<file path="src/rtl/calc_pkg.sv">
// calc_pkg: shared status, sequencer state and result constants for the calculator divider path
package calc_pkg;
    typedef enum logic [1:0] {ST_OK, ST_DIV0, ST_OVF, ST_TIMEOUT} status_t;
    typedef enum logic [2:0] {IDLE, CHECK, LAUNCH, BLANK, WAIT, RESP} seq_state_t;
    localparam logic [7:0] QUOT_SAT = 8'hFF;
    localparam logic [7:0] REM_ERR  = 8'h00;
endpackage

</file>
<file path="src/rtl/div_sequencer.sv">
// div_sequencer: request/response front end that screens, launches and times out an unsigned divider
module div_sequencer
    import calc_pkg::*;
#(
    parameter int unsigned DONE_BLANK     = 1,
    parameter int unsigned TIMEOUT_CYCLES = 31
) (
    input  logic        Clock,
    input  logic        Reset,
    input  logic        ReqValid,
    output logic        ReqReady,
    input  logic [15:0] ReqDividend,
    input  logic [7:0]  ReqDivisor,
    output logic        RspValid,
    input  logic        RspReady,
    output logic [7:0]  RspQuotient,
    output logic [7:0]  RspRemainder,
    output logic [1:0]  RspStatus,
    output logic        Busy,
    output logic [15:0] DivDividend,
    output logic [7:0]  DivDivisor,
    output logic        DivStart,
    input  logic        DivDone,
    input  logic [7:0]  DivQuotient,
    input  logic [7:0]  DivRemainder
);
    localparam logic [3:0] BLANK_LAST = 4'(DONE_BLANK - 1);
    localparam logic [7:0] TMO_LAST   = 8'(TIMEOUT_CYCLES - 1);

    seq_state_t state;
    logic [3:0] blank_cnt;
    logic [7:0] tmo_cnt;

    // Sequencer FSM; every output is registered alongside the state it belongs to
    always_ff @(posedge Clock) begin
        if (Reset) begin
            state        <= IDLE;
            ReqReady     <= 1'b1;
            RspValid     <= 1'b0;
            DivStart     <= 1'b0;
            Busy         <= 1'b0;
            RspQuotient  <= '0;
            RspRemainder <= '0;
            RspStatus    <= '0;
            DivDividend  <= '0;
            DivDivisor   <= '0;
            blank_cnt    <= '0;
            tmo_cnt      <= '0;
        end else begin
            DivStart <= 1'b0;
            unique case (state)
                IDLE: if (ReqValid && ReqReady) begin
                    DivDividend <= ReqDividend;
                    DivDivisor  <= ReqDivisor;
                    ReqReady    <= 1'b0;
                    Busy        <= 1'b1;
                    state       <= CHECK;
                end
                CHECK: if (DivDivisor == 8'd0 || DivDividend[15:8] >= DivDivisor) begin
                    RspStatus    <= (DivDivisor == 8'd0) ? ST_DIV0 : ST_OVF;
                    RspQuotient  <= QUOT_SAT;
                    RspRemainder <= REM_ERR;
                    RspValid     <= 1'b1;
                    state        <= RESP;
                end else begin
                    DivStart <= 1'b1;
                    state    <= LAUNCH;
                end
                LAUNCH: begin
                    blank_cnt <= '0;
                    tmo_cnt   <= '0;
                    state     <= BLANK;
                end
                BLANK: begin
                    blank_cnt <= blank_cnt + 4'd1;
                    tmo_cnt   <= tmo_cnt + 8'd1;
                    if (blank_cnt == BLANK_LAST) state <= WAIT;
                end
                WAIT: begin
                    tmo_cnt <= tmo_cnt + 8'd1;
                    if (DivDone || tmo_cnt == TMO_LAST) begin
                        RspStatus    <= DivDone ? ST_OK : ST_TIMEOUT;
                        RspQuotient  <= DivDone ? DivQuotient : 8'd0;
                        RspRemainder <= DivDone ? DivRemainder : 8'd0;
                        RspValid     <= 1'b1;
                        state        <= RESP;
                    end
                end
                RESP: if (RspReady) begin
                    RspValid <= 1'b0;
                    ReqReady <= 1'b1;
                    Busy     <= 1'b0;
                    state    <= IDLE;
                end
                default: state <= IDLE;
            endcase
        end
    end
endmodule

</file>
<file path="config.mk">
export PLATFORM = sky130hd
export DESIGN_NAME = div_sequencer
export DESIGN_NICKNAME = d
export VERILOG_FILES = /design/src/rtl/calc_pkg.sv /design/src/rtl/div_sequencer.sv
export SDC_FILE = /design/constraint.sdc
export NUM_CORES = 1
export LEC_CHECK = 0
export ABC_CLOCK_PERIOD_IN_PS = 2800
export CAP_MARGIN = 30
export CORE_MARGIN = 1
export CORE_UTILIZATION = 55
export CTS_CLUSTER_SIZE = 12
export DETAILED_ROUTE_END_ITERATION = 8
export DONT_BUFFER_PORTS = 1
export GPL_TIMING_DRIVEN = 0
export PLACE_DENSITY = 0.7
export SYNTH_ARGS = -nofsm -noshare
export SYNTH_HDL_FRONTEND = slang
export SYNTH_SLANG_ARGS = --single-unit
</file>
<file path="constraint.sdc">
create_clock -name Clock -period 2.8 [get_ports Clock]
set_input_delay 0.84 -clock Clock [delete_from_list [all_inputs] [get_ports Clock]]
set_output_delay 0.84 -clock Clock [all_outputs]
set_load 0.02 [all_outputs]
</file>
==> impl_metrics.csv <==
group,metric,value,unit
run,maxCapViolCount,0,
die,start_util,58.1,%
detailed_routing,vias,2463,
clock_network,clock_latency,0.33,ns
critical_path,endpoint_kind,"flip-flop",
clock_network,path_clk_slew,0.07,ns
cells_and_area,final_nets,411,
yosys,synth.avg_cell_area,8.13,um2
yosys,synthesis.area,2780,um2
critical_path,arrival,2.62,ns
pwr,leakagePower,1.16,nW
sta,hold_slack,0.512,ns
sta,finalHoldViolations,0,
yosys,synth_top_flop_cell,"dfxtp_1",
global_route,grt_max_degree,11,
clock_network,postCtsHoldBufs,0,
placement,dp_hpwl,4.65,mm
critical_path,cpPeakStageDelay,0.47,ns
die,ios,91,
detailed_routing,initialDrtViolationCount,145,
critical_path,slowest_stage,"dfxtp_1",
critical_path,critPathKind,"reg -> reg",
clock_network,clock_sinks,61,
global_route,antenna_found_initial,0,
clock_network,root_buffer,"clkbuf_8",
die,dieArea,5340,um2
clock_network,cts_resized,0,
sta,timing.final.crit_share,84.8,%
critical_path,r2r_slack,0.43,ns
sta,setup_violations,0,
sta,slew_violations,0,
global_route,grt_pass1_wl,10.8,mm
yosys,synth_top_area_share,43.9,%
die,rows,25,
pwr,ir_drop,0.646,mV
sta,finalSetupTns,0,ns
yosys,synthArstFlopShare,0,%
critical_path,crit_path_frequent_cell,"buf_6",
clock_network,max-clock-path-buffers,2,
sta,worst_pin_slew,0.575,ns
cells_and_area,syn2layout_area_growth,10.8,%
sta,relSlewSlack,61.5,%
clock_network,cts_made_buffers,9,
critical_path,path_max_fanout,10,
yosys,synth_top_area_cell,"dfxtp_1",
cells_and_area,antenna_cells,0,
pwr,p_per_area,1120,nW/um2
critical_path,cp.required,3.05,ns
clock_network,postCtsSetupRepairBufs,0,
yosys,synth-edff-count,0,
placement,placed_cells,410,
sta,max_freq,421,MHz
clock_network,tritoncts,"built",
yosys,netlist_top_cells_area,"dfxtp_1 44%, a21oi_1 9.9%, nand2_1 9.6%",
detailed_routing,totalWireLength,6.57,mm
sta,finalCriticalPeriod,2.37,ns
yosys,ys_ff_latch,61,
placement,port_buffers,0,
critical_path,crit_chain,"inv_1 > ha_1 > nand2b_1 > a2111oi_0 > or3_1 > a21oi_2 > buf_6 > buf_6 > nor2_1 > a211oi_2",
cells_and_area,layout-drive-gt1-share,8.08,%
yosys,seq_area_frac_synth,43.9,%
clock_network,htree_levels,3,
yosys,synth_fp_nets,399,
critical_path,reg2reg_depth,10,
cells_and_area,instances_no_fill,426,
yosys,ys_types,47,
die,die_h,73.1,um
yosys,syn_inst,342,
detailed_routing,drc,0,
die,core-area,4790,um2
placement,place.gp.congestion,0.869,
yosys,ys_warn_count,0,
worst_hold_path,worstHoldPathType,"reg -> reg",
sta,rsz0062_at_grt,"no",
run_status,outcome,"finished clean",
critical_path,start_kind,"flip-flop",
detailed_routing,avgViaCountPerCell,5.78,
worst_hold_path,hold_depth,2,
global_route,first_global_vias,2337,
detailed_routing,firstDrtPassIters,5,
yosys,ys_top_cells_by_count,"71 x nand2_1, 61 x dfxtp_1, 55 x a21oi_1, 23 x nor2_1, 14 x clkbuf_1",
global_route,track_usage,26.6,%
yosys,synth.most_common_cell,"nand2_1",
sta,timing.clock.skew,0.00526,ns
detailed_routing,wire_per_inst,15.4,um
global_route,grt-ovfl-total,0,
detailed_routing,antenna_left,0,
die,chipWidth,73.1,um
-- per-layer routing --
layer | track usage [%] | wire, um | vias to the layer above
met2 | 42.7 | 2980 | 92
met1 | 32.2 | 2910 | 1136
li1 | - | - | 1224
met5 | 0 | 0 | -
met4 | 11.3 | 124 | 0
met3 | 9.25 | 550 | 11
-- stage by stage --
step           cell area, um2  setup WS, ns  power, mW  utilization, %
3_3_place_gp             2860         0.447       2.60            59.8
6_report                 3080         0.426       3.45            64.4
2_1_floorplan            2780         0.720       2.34               -
3_5_place_dp             2870         0.458       2.63            59.9
5_1_grt                  3080         0.246       3.68            64.4
4_1_cts                  3080         0.431       3.46            64.4
-- critical path: cells and delay by family (launching register included) --
family / cells / cell delay, ns
and+or+nand+nor: 3 / 0.59
buffers and inverters: 3 / 0.42
AOI/OAI and AO/OA: 3 / 0.51
adders and majority gates: 1 / 0.30
DFF: 1 / 0.47
-- cell type report --
type	instances	area (um2)
multi-input cells	247	1410
repair buffers	1	5.00
clock inverters	3	42.5
flip-flops and latches	61	1220
inverters	13	48.8
clock buffers	13	169
fillers	428	1710
plain buffers	21	103
well taps	67	83.8
-- flip-flops by register name, indices dropped and copies added (netlist names), 2 cells and up --
| signal | cells |
|---|---|
| DivDivisor | 8 |
| state | 3 |
| blank_cnt | 4 |
| RspQuotient | 8 |
| RspRemainder | 8 |
| tmo_cnt | 8 |
| DivDividend | 16 |
| RspStatus | 2 |
-- report_power, final --
part           switching [mW]  internal, mW  leakage, nW
Clock                   0.334         0.483        0.106
Sequential              0.336          1.06        0.498
Combinational           0.772         0.468        0.561
Total                    1.44          2.01         1.16
-- layout by cell type (no fill, tap or decap), drive strengths merged, types with 3 or more instances in the layout --
| cell type | Yosys | routed |
|---|---|---|
| nand2 | 71 | 71 |
| a21o | 3 | 3 |
| a311oi | 3 | 3 |
| nand4 | 3 | 3 |
| a21oi | 56 | 56 |
| nor2b | 4 | 4 |
| nand3 | 4 | 4 |
| ha | 12 | 12 |
| nor2 | 24 | 24 |
| nand2b | 3 | 3 |
| nor3 | 5 | 5 |
| a211oi | 12 | 12 |
| and3 | 4 | 4 |
| nor4 | 3 | 3 |
| a22o | 8 | 8 |
| dfxtp | 61 | 61 |
| nor3b | 5 | 5 |
| buf | 7 | 8 |
| clkbuf | 14 | 27 |
| inv | 12 | 12 |
-- logic make-up after synthesis --
kind of cell | after synthesis | synth area share (%)
flip-flops | 61 | 43.9
AND/OR/NAND/NOR | 134 | 22.0
adder cells (fa/ha/maj) | 12 | 5.40
multiplexers | 1 | 0.360
buffers and inverters | 34 | 5.45
AO/OA/AOI/OAI | 100 | 22.9
-- final timing paths --
| kind | from | endpoint |
|---|---|---|
| hold reg to reg | blank_cnt[1]$_SDFFE_PP0P_ | blank_cnt[1]$_SDFFE_PP0P_ |
| setup reg to reg | DivDividend[8]$_SDFFE_PP0P_ | RspQuotient[7]$_SDFFE_PP0P_ |
| hold / removal | blank_cnt[1]$_SDFFE_PP0P_ | blank_cnt[1]$_SDFFE_PP0P_ |
| setup / recovery | DivDividend[8]$_SDFFE_PP0P_ | RspQuotient[7]$_SDFFE_PP0P_ |
(Power assumes the default switching activity.)
